## src/rtl/tdm_demux.sv

```systemverilog
// Time-division demultiplexer: collects a slot-interleaved sample stream into
// per-channel shadow registers and publishes each complete frame on dout at once.

module tdm_demux_slot #(
    parameter int DATA_W = 8
) (
    input  logic              sys_clk,
    input  logic              sys_rst_n,
    input  logic              wr_en,
    input  logic [DATA_W-1:0] wr_data,
    output logic [DATA_W-1:0] data
);

    logic [DATA_W-1:0] data_q, data_d;

    always_comb begin
        data_d = data_q;
        if (wr_en) data_d = wr_data;
    end

    always_ff @(posedge sys_clk or negedge sys_rst_n) begin
        if (!sys_rst_n) data_q <= '0;
        else            data_q <= data_d;
    end

    assign data = data_q;

endmodule

module tdm_demux #(
    parameter int CH_NUM = 4,
    parameter int DATA_W = 8,
    localparam int SW    = (CH_NUM > 1) ? $clog2(CH_NUM) : 1
) (
    input  logic                     sys_clk,
    input  logic                     sys_rst_n,
    input  logic [DATA_W-1:0]        din,
    input  logic                     din_valid,
    input  logic                     frame_sync,
    output logic [CH_NUM*DATA_W-1:0] dout,
    output logic                     frame_done,
    output logic                     sync_err,
    output logic [SW-1:0]            slot_idx
);

    localparam logic [SW-1:0] LAST = SW'(CH_NUM - 1);

    typedef enum logic {IDLE, RUN} state_e;

    state_e                     state_q, state_d;
    logic [SW-1:0]              slot_q, slot_d;
    logic [CH_NUM*DATA_W-1:0]   dout_q, dout_d;
    logic                       frame_done_q, frame_done_d;
    logic                       sync_err_q, sync_err_d;

    logic                       shadow_wr;
    logic [SW-1:0]              shadow_sel;
    // The last slot bypasses the shadows and goes straight into dout.
    logic [CH_NUM-2:0][DATA_W-1:0] shadow;

    for (genvar k = 0; k < CH_NUM - 1; k++) begin : g_slot
        tdm_demux_slot #(.DATA_W(DATA_W)) u_slot (
            .sys_clk   (sys_clk),
            .sys_rst_n (sys_rst_n),
            .wr_en     (shadow_wr && (shadow_sel == SW'(k))),
            .wr_data   (din),
            .data      (shadow[k])
        );
    end

    always_comb begin
        state_d      = state_q;
        slot_d       = slot_q;
        dout_d       = dout_q;
        frame_done_d = 1'b0;
        sync_err_d   = 1'b0;
        shadow_wr    = 1'b0;
        shadow_sel   = slot_q;
        if (din_valid) begin
            case (state_q)
                IDLE: begin
                    if (frame_sync) begin
                        shadow_wr  = 1'b1;
                        shadow_sel = '0;
                        slot_d     = SW'(1);
                        state_d    = RUN;
                    end
                end
                RUN: begin
                    if (frame_sync) begin
                        // Early sync abandons the partial frame; sample restarts at slot 0.
                        sync_err_d = (slot_q != '0);
                        shadow_wr  = 1'b1;
                        shadow_sel = '0;
                        slot_d     = SW'(1);
                    end else if (slot_q == '0) begin
                        sync_err_d = 1'b1;
                        state_d    = IDLE;
                    end else if (slot_q == LAST) begin
                        dout_d       = {din, shadow};
                        frame_done_d = 1'b1;
                        slot_d       = '0;
                    end else begin
                        shadow_wr = 1'b1;
                        slot_d    = slot_q + SW'(1);
                    end
                end
                default: state_d = IDLE;
            endcase
        end
    end

    always_ff @(posedge sys_clk or negedge sys_rst_n) begin
        if (!sys_rst_n) begin
            state_q      <= IDLE;
            slot_q       <= '0;
            dout_q       <= '0;
            frame_done_q <= 1'b0;
            sync_err_q   <= 1'b0;
        end else begin
            state_q      <= state_d;
            slot_q       <= slot_d;
            dout_q       <= dout_d;
            frame_done_q <= frame_done_d;
            sync_err_q   <= sync_err_d;
        end
    end

    assign dout       = dout_q;
    assign frame_done = frame_done_q;
    assign sync_err   = sync_err_q;
    assign slot_idx   = slot_q;

endmodule

```

## config.mk

```make
export PLATFORM = sky130hd
export DESIGN_NAME = tdm_demux
export DESIGN_NICKNAME = d
export VERILOG_FILES = /design/src/rtl/tdm_demux.sv
export SDC_FILE = /design/constraint.sdc
export NUM_CORES = 1
export LEC_CHECK = 0
export CAP_MARGIN = 10
export CORE_AREA = 2 2 65 92
export DETAILED_ROUTE_END_ITERATION = 6
export DIE_AREA = 0 0 67 94
export GPL_TIMING_DRIVEN = 0
export PLACE_DENSITY = 0.7
export SLEW_MARGIN = 5
export SYNTH_ARGS = -nofsm -noshare
export SYNTH_HDL_FRONTEND = slang
export SYNTH_SLANG_ARGS = --single-unit
```

## constraint.sdc

```tcl
create_clock -name sys_clk -period 4.4 [get_ports sys_clk]
set_input_delay 0.66 -clock sys_clk [delete_from_list [all_inputs] [get_ports sys_clk]]
set_output_delay 0.66 -clock sys_clk [all_outputs]
set_load 0.005 [all_outputs]
```

==> results of run 1 <==
[how the worst max path moves through the flow]
stage	start	end	slack [ns]
6_report	frame_sync	dout[26]$_DFFE_PN0P_	2.08
3_3_place_gp	sys_rst_n	dout[10]$_DFFE_PN0P_	0.92
4_1_cts	frame_sync	dout[3]$_DFFE_PN0P_	2.10
2_1_floorplan	slot_idx[0]$_DFFE_PN0P_	g_slot[2].u_slot.data[0]$_DFFE_PN0P_	2.47
3_5_place_dp	frame_sync	dout[17]$_DFFE_PN0P_	1.77
5_1_grt	frame_sync	dout[26]$_DFFE_PN0P_	2.03
[critical path: cells and delay by family]
kind | cells | cell delay [ns]
buffers and inverters | 3 | 1.07
multiplexers | 1 | 0.38
AND/OR/NAND/NOR | 1 | 0.19
adder cells (fa/ha/maj) | 1 | 0.22
[layout make-up]
type / count / area share (%)
well taps: 68 / 2.67
clock inverters: 4 / 2.20
flip-flops and latches: 61 / 47.9
clock buffers: 12 / 4.87
plain buffers: 4 / 0.707
repair buffers: 47 / 14.9
multi-input cells: 78 / 26.2
inverters: 4 / 0.472
[routing by layer]
metal	up-vias	share of wire, %
met5	-	0
met1	729	40
met2	38	54
met4	0	2.5
li1	645	-
met3	10	3.4
[cell usage after synthesis (all sizes together)]
| cell type | count |
|---|---|
| nor2b | 1 |
| ha | 5 |
| and2 | 1 |
| nor3 | 2 |
| dfrtp | 61 |
| nand4b | 1 |
| and4 | 1 |
| and3 | 1 |
| a21oi | 1 |
| a32o | 1 |
| buf | 4 |
| inv | 4 |
| mux2 | 56 |
| nor4b | 1 |
| nand4 | 1 |
| o21ai | 4 |
| and4bb | 1 |
| a31oi | 1 |
[state kept, by name, summed over array words and instances (netlist names)]
| register | cells |
|---|---|
| g_slot.u_slot.data | 24 |
| frame_done | 1 |
| sync_err | 1 |
| dout | 32 |
| state_q | 1 |
| slot_idx | 2 |
[power groups by stage]
stage                     Combinational (mW)  Sequential, mW  Clock (mW)
after floorplan                        0.299           0.902           0
after global placement                 0.618           0.905           0
after detailed placement               0.649           0.925           0
after CTS                              0.652           0.917       0.566
after global routing                   0.697           0.947       0.593
final                                  0.641           0.914       0.551
[cell families (layout without fill, tap and decap cells)]
| group | after synthesis | after routing |
|---|---|---|
| simple gates | 10 | 10 |
| mux | 56 | 56 |
| compound gates | 7 | 7 |
| fa+ha+maj | 5 | 5 |
| flops | 61 | 61 |
| buf+inv | 8 | 71 |
[metrics by stage]
step | setup WS, ns | cells | total power, mW
final | 2.08 | 278 | 2.11
after global routing | 2.03 | 278 | 2.24
after CTS | 2.10 | 278 | 2.14
after detailed placement | 1.77 | 262 | 1.57
after global placement | 0.919 | 261 | 1.52
after floorplan | 2.47 | 147 | 1.20
==> impl.org, run 1 <==
** Outcome
- Status :: finished, final reports clean

** STA
- Worst slack on hold paths :: 0.393 ns
- Fin Setup TNS :: 0 ns
- Number of max-slew violations in the final report :: 0
- Worst slew margin relative to its limit :: 50.4%
- Final critical path time including I/O delays and setup :: 2.32 ns
- Slew @ Worst Pin :: 0.744 ns
- Derived from the worst setup path, the maximum achievable clock frequency is 432 MHz.
- Setup repair after global routing left no endpoint under its margin.
- Share of the clock period used by the worst path :: 52.6%
- Clock skew :: 0.00586 ns
- Final setup fails :: 0
- Number of endpoints with negative hold slack in the final report :: 0

** Finish
- Number of diodes :: 0
- The net count of the finished layout is 222.
- Sequential cell area in the final layout :: 0.00153 mm^2
- Most frequent cells in the layout :: dfrtp_1 (61), mux2_2 (56), clkdlybuf4s50_1 (45)
- From synthesis to final layout, the design area changed by 32.8%.
- Leaving out fill and tap cells, the most frequent cell in the layout is dfrtp_1.
- After filler insertion, the fill cell instance count of the layout stands at 486.
- Post-route standard cell area excluding fillers :: 0.00318 mm^2
- Core occupancy in the finished layout :: 58.5%
- In the final layout, the share of cells above drive strength 1 is 38.6%.
- Summing all multi-input logic gate instances after layout gives 835 um^2.

** Logic synthesis
- Share of the synthesized area in compound gates (AO/OA/AOI/OAI) :: 1.88%
- Each instance of the synthesized netlist takes up on average 16.3 um^2.
- After synthesis, the largest family of logic cells by area is multiplexers.
- Counting every instance in the synthesized netlist gives 147.
- Summing the sequential cell areas from Yosys gives 63.6% of the chip area.
- Area share of the largest cell type after synthesis :: 63.6%
- Seq cells post-synth :: 61
- The synthesized netlist devotes 4.02% of its cell area to simple gates.
- Xor/xnor share of the synthesized area :: 0%
- Yosys cell types :: 20
- Post-synthesis instance area :: 0.00240 mm^2
- Synth area leader :: dfrtp_1
- Yosys warns :: 0
- Share of cell area taken by muxes after synthesis :: 26.3%
- Most area-consuming cells after synthesis :: dfrtp_1 (64%), mux2_2 (26%), ha_1 (2.6%), nor3_4 (1.4%), buf_2 (0.63%)
- The number of nets handed over by synthesis was 164.
- After Yosys synthesis, full adders, half adders and majority gates account for 2.61% of the synthesized area.

** Floorplanning
- For this configuration, the core starts out at a cell density of 44.0%.
- Die boundary height :: 94 um
- DIE WIDTH :: 67 um
- The core region is 0.00545 mm^2.
- Number of rows in the core area :: 32
- The die covers 0.00630 mm^2.
- Pin placement for this block handled 48 I/O pins.

** Detailed routing
- Before antenna repair, the detailed router went through 4 iterations.
- In this run the remaining antenna-violating nets after routing total 0.
- In the routed design, unresolved DRC markers number 0.
- Count of routing violations after the opening detailed-route iteration :: 80
- Total number of vias :: 1,422
- Vias per inst :: 5.12
- After detailed routing, the average wire length per cell comes to 17.0 um.
- The final layout contains routed wiring with a total length of 4.74 mm.

** Worst setup path
- For flop-to-flop paths, the worst setup slack is 2.18 ns.
- Crit path capture type :: flip-flop
- Required time at the endpoint of the critical path :: 4.61 ns
- The critical path in this run is classified as in2reg.
- Cell breakdown of the critical path :: clkdlybuf4s50_1 -> inv_1 -> ha_1 -> nand4_1 -> buf_2 -> mux2_2
- The endpoint identified for the worst register-to-register timing path is g_slot[1].u_slot.data[3]$_DFFE_PN0P_.
- Delay of the slowest critical-path stage :: 0.60 ns
- The worst setup path is launched from a primary input.
- The worst register-to-register path begins at slot_idx[0]$_DFFE_PN0P_.
- For this design, the slowest cell found on the critical path is clkdlybuf4s50_1.
- Data arrives at the worst endpoint at 2.53 ns.
- Worst-path fanout max :: 10
- Worst Reg2Reg Path Length in Cells :: 5

** Power and ir drop
- Per report_power, the clock group accounts for 26.2% of the total.
- Sw frac :: 26.1%
- Fraction of power consumed by sequential logic :: 43.4%
- Worst IR Drop VDD :: 0.313 mV
- Internal Pwr Total :: 1.56 mW
- For this design the ratio of total power to cell area is 661 mW/mm^2.
- In this run the power spent charging and discharging nets is 0.549 mW.
- Share of power burned in combinational logic :: 30.5%
- Leakage power total :: 1.46 nW

** Global routing
- In this run the most used layer during global routing was met2.
- After global routing the overflow that remains totals 0.
- Met3 track utilization from global routing :: 5.88%
- Across every metal layer, demand over resource in global routing totals 17.5%.
- M2 GR Usage :: 28.6%
- Vias in the first global route :: 1,540
- The first global-routing pass estimated 7.71 mm of wire.
- Largest net degree at the start of global routing :: 34
- Met1 Track Usage GR :: 20.0%
- The initial antenna violation count was 0.

** Placement
- The congestion estimate from routability-driven global placement came to 0.788.
- Placement-stage cell area :: 0.00296 mm^2
- After legalization and detailed placement, the total HPWL measured 3.32 mm.
- The count of buffers added on input and output ports is 46.

** Worst hold path
- In this run the worst hold path is classified as in2async.

** Clock tree
- Post-CTS repair changed the size of 0 cells.
- After clock tree synthesis, the flow added hold-fix buffers numbering 0.
- The clock tree synthesis step divided the H-tree into 3 levels.
- Clock Path Buffers :: 2
- The clock reaches the later pin of the worst-skew pair after 0.33 ns.
- CTS clk-pin slew, worst paths :: 0.06 ns
- Buffers inserted by post-CTS timing repair :: 0
- Sinks on Clock Net :: 61
- CTS Root Buffer Type :: clkbuf_8
- TritonCTS created 9 clock buffers.
- TritonCTS built the clock tree.

** Job
- Max-cap violations in this run came to 0.
(Power assumes the default switching activity.)
==> run 2, diff against run 1 <==
==> constraint.sdc (replaced) <==
create_clock -name sys_clk -period 2.2 [get_ports sys_clk]
set_input_delay 0.33 -clock sys_clk [delete_from_list [all_inputs] [get_ports sys_clk]]
set_output_delay 0.33 -clock sys_clk [all_outputs]
set_load 0.005 [all_outputs]
==> run 2 against run 1 <==
Compared with the run above: register-to-register slack got worse by 2.1 ns; hold slack worse by 0.33 ns; sequential cell count is the same; critical path depth increased by 1; clock-buffer cell count unchanged; clock skew hardly changed; non-clock buffer count up 3.
==> impl.org, run 2 (same netlist as run 1, synthesis figures left out) <==
** Worst setup path
- The sort of element at the end of the critical path is a flip-flop (unchanged).
- The critical path data required time was 2.41 ns (was 4.61 ns).
- Worst Reg2Reg Path Length in Cells :: 7 (was 5)
- Delay of the slowest critical-path stage :: 0.48 ns (was 0.60 ns)
- Cell breakdown of the critical path: inv_1 -> ha_1 -> inv_1 -> ha_1 -> nand4_1 -> buf_4 -> mux2_2 (was clkdlybuf4s50_1 -> inv_1 -> ha_1 -> nand4_1 -> buf_2 -> mux2_2).
- The nature of the critical path startpoint is a flip-flop (was primary input).
- Library cell contributing the largest single delay on the critical path :: dfrtp_1 (was clkdlybuf4s50_1)
- The internal reg-to-reg setup slack is 0.09 ns (was 2.18 ns).
- Worst-path fanout max :: 10 (unchanged)
- The path type of the worst setup path was reg2reg (was in2reg).
- Source of the worst register-to-register timing path :: slot_idx[1]$_DFFE_PN0P_ (was slot_idx[0]$_DFFE_PN0P_)
- The data arrival time at the worst-slack endpoint came to 2.32 ns (was 2.53 ns).
- The reg-to-reg critical path endpoint is dout[26]$_DFFE_PN0P_ (was g_slot[1].u_slot.data[3]$_DFFE_PN0P_).

** Finish
- The share of layout cells above drive strength 1 was 39.9% (was 38.6%).
- Most frequent cells in the layout: dfrtp_1 (60), mux2_2 (56), clkdlybuf4s50_1 (45) (was dfrtp_1 (61), mux2_2 (56), clkdlybuf4s50_1 (45)).
- The count of antenna diodes in the layout was 0 (unchanged).
- Most common cell after layout, fill and taps aside :: dfrtp_1 (unchanged)
- The number of nets in the finished design is 225 (was 222).
- The layout overhead on the synthesized area came to 34.9% (was 32.8%).
- Post-route standard cell area excluding fillers :: 0.00324 mm^2 (was 0.00318 mm^2)
- Largest register FFs :: 32 (unchanged)

** Outcome
- Status :: finished, final reports clean (unchanged)

** Worst hold path
- Path type of the worst min-delay path :: in2async (unchanged)

** Placement
- Placement-stage cell area :: 0.00296 mm^2 (unchanged)
- The number of input and output port buffers inserted is 46 (unchanged).
- RePlAce Congestion :: 0.788 (unchanged)
- Hpwl dp :: 3.32 mm (unchanged)

** Clock tree
- The buffer cell driving the clock tree root is clkbuf_8 (unchanged).
- The insertion delay to the later sink of the worst-skew pair was 0.33 ns (about the same).
- The TritonCTS clock tree was yes (unchanged).
- The buffer depth of the longest clock path is 2 (unchanged).
- CTS clk-pin slew, worst paths :: 0.06 ns (about the same)
- Sinks on Clock Net :: 61 (unchanged)
- Cts bufs inserted :: 9 (unchanged)
- Number of buffers inserted by hold repair at cts :: 0 (unchanged)
- # H-tree levels :: 3 (unchanged)

** STA
- Slew @ Worst Pin :: 0.752 ns (was 0.744 ns)
- The worst slew slack as a fraction of its limit came to 49.9% (was 50.4%).
- Unrepaired setup endpoints after global routing: true (was false).
- Number of max-slew violations in the final report :: 0 (unchanged)
- Final setup fails :: 0 (unchanged)
- Clock skew :: 0.00575 ns (was 0.00586 ns)
- After layout, the worst path uses 95.7% of the clock period.
- Fin Setup TNS :: 0 ns (unchanged)
- Timing would allow up to 475 MHz.
- The hold violation count in the final report was 0 (unchanged).
- The worst path in the final design needs a cycle of 2.11 ns, including I/O delays and setup.

** Power and ir drop
- Worst IR Drop VDD :: 0.628 mV (was 0.313 mV)
- The power density over the cells is 1310 mW/mm^2 (was 661 mW/mm^2).
- Leakage power total :: 1.48 nW (was 1.46 nW)
- Total design power :: 4.24 mW (was 2.11 mW)

** Detailed routing
- Post-route antenna net violation count :: 0 (unchanged)
- Total number of vias :: 1,436 (was 1,422)
- Average wire length per cell after detail routing :: 17.0 um (about the same)
- Count of routing violations after the opening detailed-route iteration :: 67 (was 80)
- Pre-Repair DR Iteration Count :: 4 (unchanged)
- DR DRC count :: 0 (unchanged)
- The average vias per placed instance came to 5.11 (was 5.12).
- Wire length reported by the detailed router :: 4.79 mm (was 4.74 mm)

** Global routing
- The overflow left after global routing was 0 (unchanged).
- The overall routing resource usage is 17.7% (was 17.5%).
- Wire length of the first global-routing pass :: 7.80 mm (was 7.71 mm)
- Largest net degree at the start of global routing :: 34 (unchanged)
- Antenna violations before repair :: 0 (unchanged)
- The via count of the first global-routing pass is 1,561 (was 1,540).

** Floorplanning
- The total number of placement rows is 32 (unchanged).
- Area of the die :: 0.00630 mm^2 (unchanged)
- The die width was 67 um (unchanged).
- Die boundary height :: 94 um (unchanged)
- The starting density of the core was 44.0% (unchanged).
- The top-level port count was 48 (unchanged).
- The area of the core is 0.00545 mm^2 (unchanged).

** Job
- Total of max-cap violations :: 0 (unchanged)
run 2: how the worst max path moves through the flow:
stage / to / slack (ns) / cells after the start / from
after floorplan: g_slot[2].u_slot.data[0]$_DFFE_PN0P_ / 0.27 / 5 / slot_idx[0]$_DFFE_PN0P_
after global placement: dout[10]$_DFFE_PN0P_ / -0.95 / 1 / sys_rst_n
after detailed placement: dout[17]$_DFFE_PN0P_ / -0.10 / 6 / frame_sync
after CTS: dout[3]$_DFFE_PN0P_ / 0.003 / 7 / slot_idx[0]$_DFFE_PN0P_
after global routing: dout[26]$_DFFE_PN0P_ / -0.01 / 7 / slot_idx[1]$_DFFE_PN0P_
final: dout[26]$_DFFE_PN0P_ / 0.09 / 7 / slot_idx[1]$_DFFE_PN0P_
run 2: power by group:
| group | total (mW) | switching, mW | internal, mW |
|---|---|---|---|
| Clock | 1.10 | 0.406 | 0.696 |
| Combinational | 1.31 | 0.432 | 0.879 |
| Sequential | 1.83 | 0.271 | 1.56 |
run 2: stage by stage:
stage,std cells,setup slack [ns],hold slack (ns),util (%)
after floorplan,147,0.274,0.0344,-
after global routing,281,-0.0110,0.116,59.4
after detailed placement,262,-0.104,0.442,54.3
final,281,0.0939,0.0643,59.4
after CTS,281,0.00293,0.0750,59.3
after global placement,261,-0.951,0.482,54.1
run 2: area by class of cell:
cell class / instances / area, um^2
buffer: 4 / 30.0
clock buffer: 12 / 155
clock inverter: 4 / 70.1
fill: 479 / 2210
inverter: 4 / 15.0
multi-input combinational: 78 / 842
sequential: 61 / 1530
tap: 68 / 85.1
timing repair buffer: 50 / 510
run 2: worst max-delay path: cells and delay by family, from the launching register on:
family                     cells  cell delay [ns]
adders and majority gates      2             0.43
buffers and inverters          3             0.51
and+or+nand+nor                1             0.21
DFF                            1             0.48
muxes                          1             0.36
run 2: metal layers:
metal / track usage (%) / share of wire (%) / routed length, um / vias up
li1: - / - / - / 652
met1: 20.3 / 40 / 1910 / 729
met2: 29.0 / 54 / 2590 / 45
met3: 5.88 / 3.8 / 184 / 10
met4: 8.84 / 2.1 / 101 / 0
met5: 0 / 0 / 0 / -
run 2: what timing repair did:
action,in CTS,in global routing
endpoints found under the setup margin,22,30
buffers inserted,3,0
gates resized for setup,1,7
==> run 3, diff against run 2 <==
--- a/config.mk
+++ b/config.mk
@@ -6,11 +6,13 @@
 export NUM_CORES = 1
 export LEC_CHECK = 0
 export CAP_MARGIN = 10
-export CORE_AREA = 2 2 65 92
+export CELL_PAD_IN_SITES_DETAIL_PLACEMENT = 0
+export CELL_PAD_IN_SITES_GLOBAL_PLACEMENT = 1
+export CORE_AREA = 2 2 67 95
 export DETAILED_ROUTE_END_ITERATION = 6
-export DIE_AREA = 0 0 67 94
+export DIE_AREA = 0 0 69 97
 export GPL_TIMING_DRIVEN = 0
-export PLACE_DENSITY = 0.7
+export PLACE_DENSITY_LB_ADDON = 0.1
 export SLEW_MARGIN = 5
 export SYNTH_ARGS = -nofsm -noshare
 export SYNTH_HDL_FRONTEND = slang
==> run 3 against run 2 <==
Compared with the run above: first-iteration DRC count shrank 48%; die area up 6.3%; clock skew is 0.0043 ns higher; sequential cell count did not move; sequential power hardly changed; power fell by 6.9%; critical endpoint is now dout[27]$_DFFE_PN0P_; largest cell class unchanged; highest routed layer unchanged.
==> impl.org, run 3 (same netlist as run 1, synthesis figures left out) <==
** Outcome
- Status: finished, final reports clean (unchanged).

** Floorplanning
- Number of rows in the core area :: 33 (was 32)
- The die width is 69 um (was 67 um).
- The die height came to 97 um (was 94 um).
- Core area :: 0.00578 mm^2 (was 0.00545 mm^2)
- The die outline area was 0.00669 mm^2 (was 0.00630 mm^2).
- The starting density of the core came to 41.5% (was 44.0%).
- The top-level port count is 48 (unchanged).

** Clock tree
- Clock Path Buffers :: 2 (unchanged)
- The clock transition at the registers of the reported paths was 0.07 ns (was 0.06 ns).
- # H-tree levels :: 3 (unchanged)
- The buffer cell driving the clock tree root was clkbuf_8 (unchanged).
- CTS tree :: yes (unchanged)
- Sinks on Clock Net :: 61 (unchanged)
- The count of hold-fix buffers inserted at cts was 0 (unchanged).
- Clock insertion delay at the later pin of the skew report :: 0.33 ns (about the same)
- Cts bufs inserted :: 9 (unchanged)

** Job
- The number of max-cap violations was 0 (unchanged).

** Global routing
- Vias in the first global route :: 1,602 (was 1,561)
- Wire length of the first global-routing pass :: 8.17 mm (was 7.80 mm)
- The maximum number of pins on one net before global-route repair came to 39 (was 34).
- The overall routing resource usage came to 16.1% (was 17.7%).
- The initial antenna violation count was 0 (unchanged).
- The overflow left after global routing came to 0 (unchanged).

** STA
- Number of endpoints with negative hold slack in the final report :: 0 (unchanged)
- The maximum clock frequency is 489 MHz (was 475 MHz).
- Final setup fails :: 0 (unchanged)
- Share of the clock period used by the worst path :: 92.9% (was 95.7%)
- Unrepaired setup endpoints after global routing: false (was true).
- The clock period minus final worst setup slack is 2.04 ns (was 2.11 ns).
- Worst slew margin relative to its limit :: 61.1% (was 49.9%)
- The count of pins over their slew limit is 0 (unchanged).
- The worst clock skew was 0.0101 ns (was 0.00575 ns).
- The final worst-path setup slack is 0.157 ns (was 0.0939 ns).
- The slew at the pin with the worst max-slew slack came to 0.583 ns (was 0.752 ns).

** Worst setup path
- Worst-path fanout max :: 10 (unchanged)
- Cell breakdown of the critical path :: inv_1 -> ha_1 -> inv_1 -> ha_1 -> nand4_1 -> buf_4 -> mux2_2 (unchanged)
- The category of cells accounting for the largest share of critical-path delay is buffers and inverters (unchanged).
- Library cell contributing the largest single delay on the critical path :: dfrtp_1 (unchanged)
- CP startpoint kind :: flip-flop (unchanged)
- Delay of the slowest critical-path stage :: 0.47 ns (was 0.48 ns)
- Source of the worst register-to-register timing path :: slot_idx[1]$_DFFE_PN0P_ (unchanged)
- Destination of the worst register-to-register timing path :: dout[27]$_DFFE_PN0P_ (was dout[26]$_DFFE_PN0P_)
- The sort of element at the end of the critical path was a flip-flop (unchanged).
- Category of the critical setup timing path :: reg2reg (unchanged)
- The data arrival time at the worst-slack endpoint came to 2.24 ns (was 2.32 ns).
- Worst Reg2Reg Path Length in Cells :: 7 (unchanged)
- The count of buffer and inverter cells on the critical path was 3 (unchanged).
- The internal reg-to-reg setup slack came to 0.16 ns (was 0.09 ns).
- The critical path data required time was 2.40 ns (was 2.41 ns).

** Finish
- The final design instance area without fill is 0.00317 mm^2 (was 0.00324 mm^2).
- The final cell utilization of the core is 54.9% (was 59.4%).
- Largest register FFs :: 32 (unchanged)
- Net total in the final layout :: 226 (was 225)
- Fraction of layout cells with a size suffix above 1 :: 39.6% (was 39.9%)
- Number of diodes :: 0 (unchanged)
- Most frequent cells in the layout: dfrtp_1 (60), mux2_2 (56), clkdlybuf4s50_1 (45) (unchanged).
- Layout overhead on the synthesized area :: 32.3% (was 34.9%)
- The number of cells in the finished layout apart from fillers is 282 (was 281).
- The number of filler instances in the final layout was 500 (was 479).
- The most frequent standard cell in the layout excluding fill and tap cells is dfrtp_1 (unchanged).

** Detailed routing
- The first-iteration detailed-routing DRC count came to 35 (was 67).
- Post-route antenna net violation count :: 0 (unchanged)
- The number of remaining DRC errors is 0 (unchanged).
- The number of iterations in the first detailed-routing pass is 4 (unchanged).
- The average vias per placed instance is 5.05 (was 5.11).
- Wire length reported by the detailed router :: 4.72 mm (was 4.79 mm)
- Total number of vias :: 1,425 (was 1,436)
- Average wire length per cell after detail routing :: 16.8 um (was 17.0 um)

** Placement
- The routability congestion estimate came to 0.677 (was 0.788).
- Post-placement cell count :: 264 (was 262)
- The placed standard-cell area was 0.00296 mm^2 (about the same).
- Pre-CTS setup slack :: -0.101 ns (was -0.104 ns)
- Count of input and output buffers :: 46 (unchanged)
- Hpwl dp :: 3.34 mm (was 3.32 mm)

** Power and ir drop
- Worst IR Drop VDD :: 0.638 mV (was 0.628 mV)
- The power density over the cells was 1240 mW/mm^2 (was 1310 mW/mm^2).
- The standby leakage power is 1.46 nW (was 1.48 nW).
- Total design power :: 3.95 mW (was 4.24 mW)

** Worst hold path
- The worst min-delay path category was in2async (unchanged).
-- run 3: cell types whose count changed in the layout (fill, tap and decap cells not counted) --
| cell | before | now |
|---|---|---|
| buf_12 | 2 | 1 |
| buf_4 | 6 | 8 |
| bufinv_16 | 2 | 0 |
-- run 3: layout make-up --
cell class | instances | area, um^2 | share of cell area [%]
plain buffers | 4 | 30.0 | 0.946
flip-flops and latches | 61 | 1530 | 48.1
clock buffers | 12 | 155 | 4.89
repair buffers | 51 | 505 | 15.9
clock inverters | 2 | 10.0 | 0.315
well taps | 70 | 87.6 | 2.76
multi-input cells | 78 | 842 | 26.5
inverters | 4 | 15.0 | 0.473
-- run 3: what timing repair did --
action,in CTS,in global routing
pin swaps,0,0
resized for setup,0,8
setup buffers,4,0
endpoints found under the setup margin,16,43
-- run 3: worst max path at each step --
stage / startpoint / endpoint / slack [ns] / cells past startpoint
after detailed placement: frame_sync / dout[27]$_DFFE_PN0P_ / -0.10 / 6
after global routing: slot_idx[1]$_DFFE_PN0P_ / g_slot[1].u_slot.data[1]$_DFFE_PN0P_ / 0.01 / 6
after floorplan: slot_idx[0]$_DFFE_PN0P_ / g_slot[2].u_slot.data[0]$_DFFE_PN0P_ / 0.27 / 5
after CTS: slot_idx[0]$_DFFE_PN0P_ / dout[27]$_DFFE_PN0P_ / 0.02 / 7
after global placement: sys_rst_n / dout[10]$_DFFE_PN0P_ / -0.98 / 1
final: slot_idx[1]$_DFFE_PN0P_ / dout[27]$_DFFE_PN0P_ / 0.16 / 7
-- run 3: metal layers --
| metal | up-vias | routed length, um | track usage (%) | part of all wire, % |
|---|---|---|---|---|
| li1 | 648 | - | - | - |
| met1 | 737 | 1880 | 18.6 | 40 |
| met2 | 33 | 2570 | 26.8 | 54 |
| met3 | 7 | 206 | 5.94 | 4.4 |
| met4 | 0 | 71 | 6.33 | 1.5 |
| met5 | - | 0 | 0 | 0 |
-- run 3: power by group --
part | internal (mW) | switching (mW) | leakage, nW
registers | 1.56 | 0.264 | 0.779
clock network | 0.454 | 0.376 | 0.0881
logic | 0.876 | 0.419 | 0.591
total | 2.89 | 1.06 | 1.46
-- run 3: stage by stage --
step | hold slack, ns | setup TNS, ns
5_1_grt | 0.0157 | 0
6_report | 0.00268 | 0
2_1_floorplan | 0.0344 | 0
4_1_cts | 0.00782 | 0
3_5_place_dp | 0.363 | -2.75
3_3_place_gp | 0.483 | -60.51
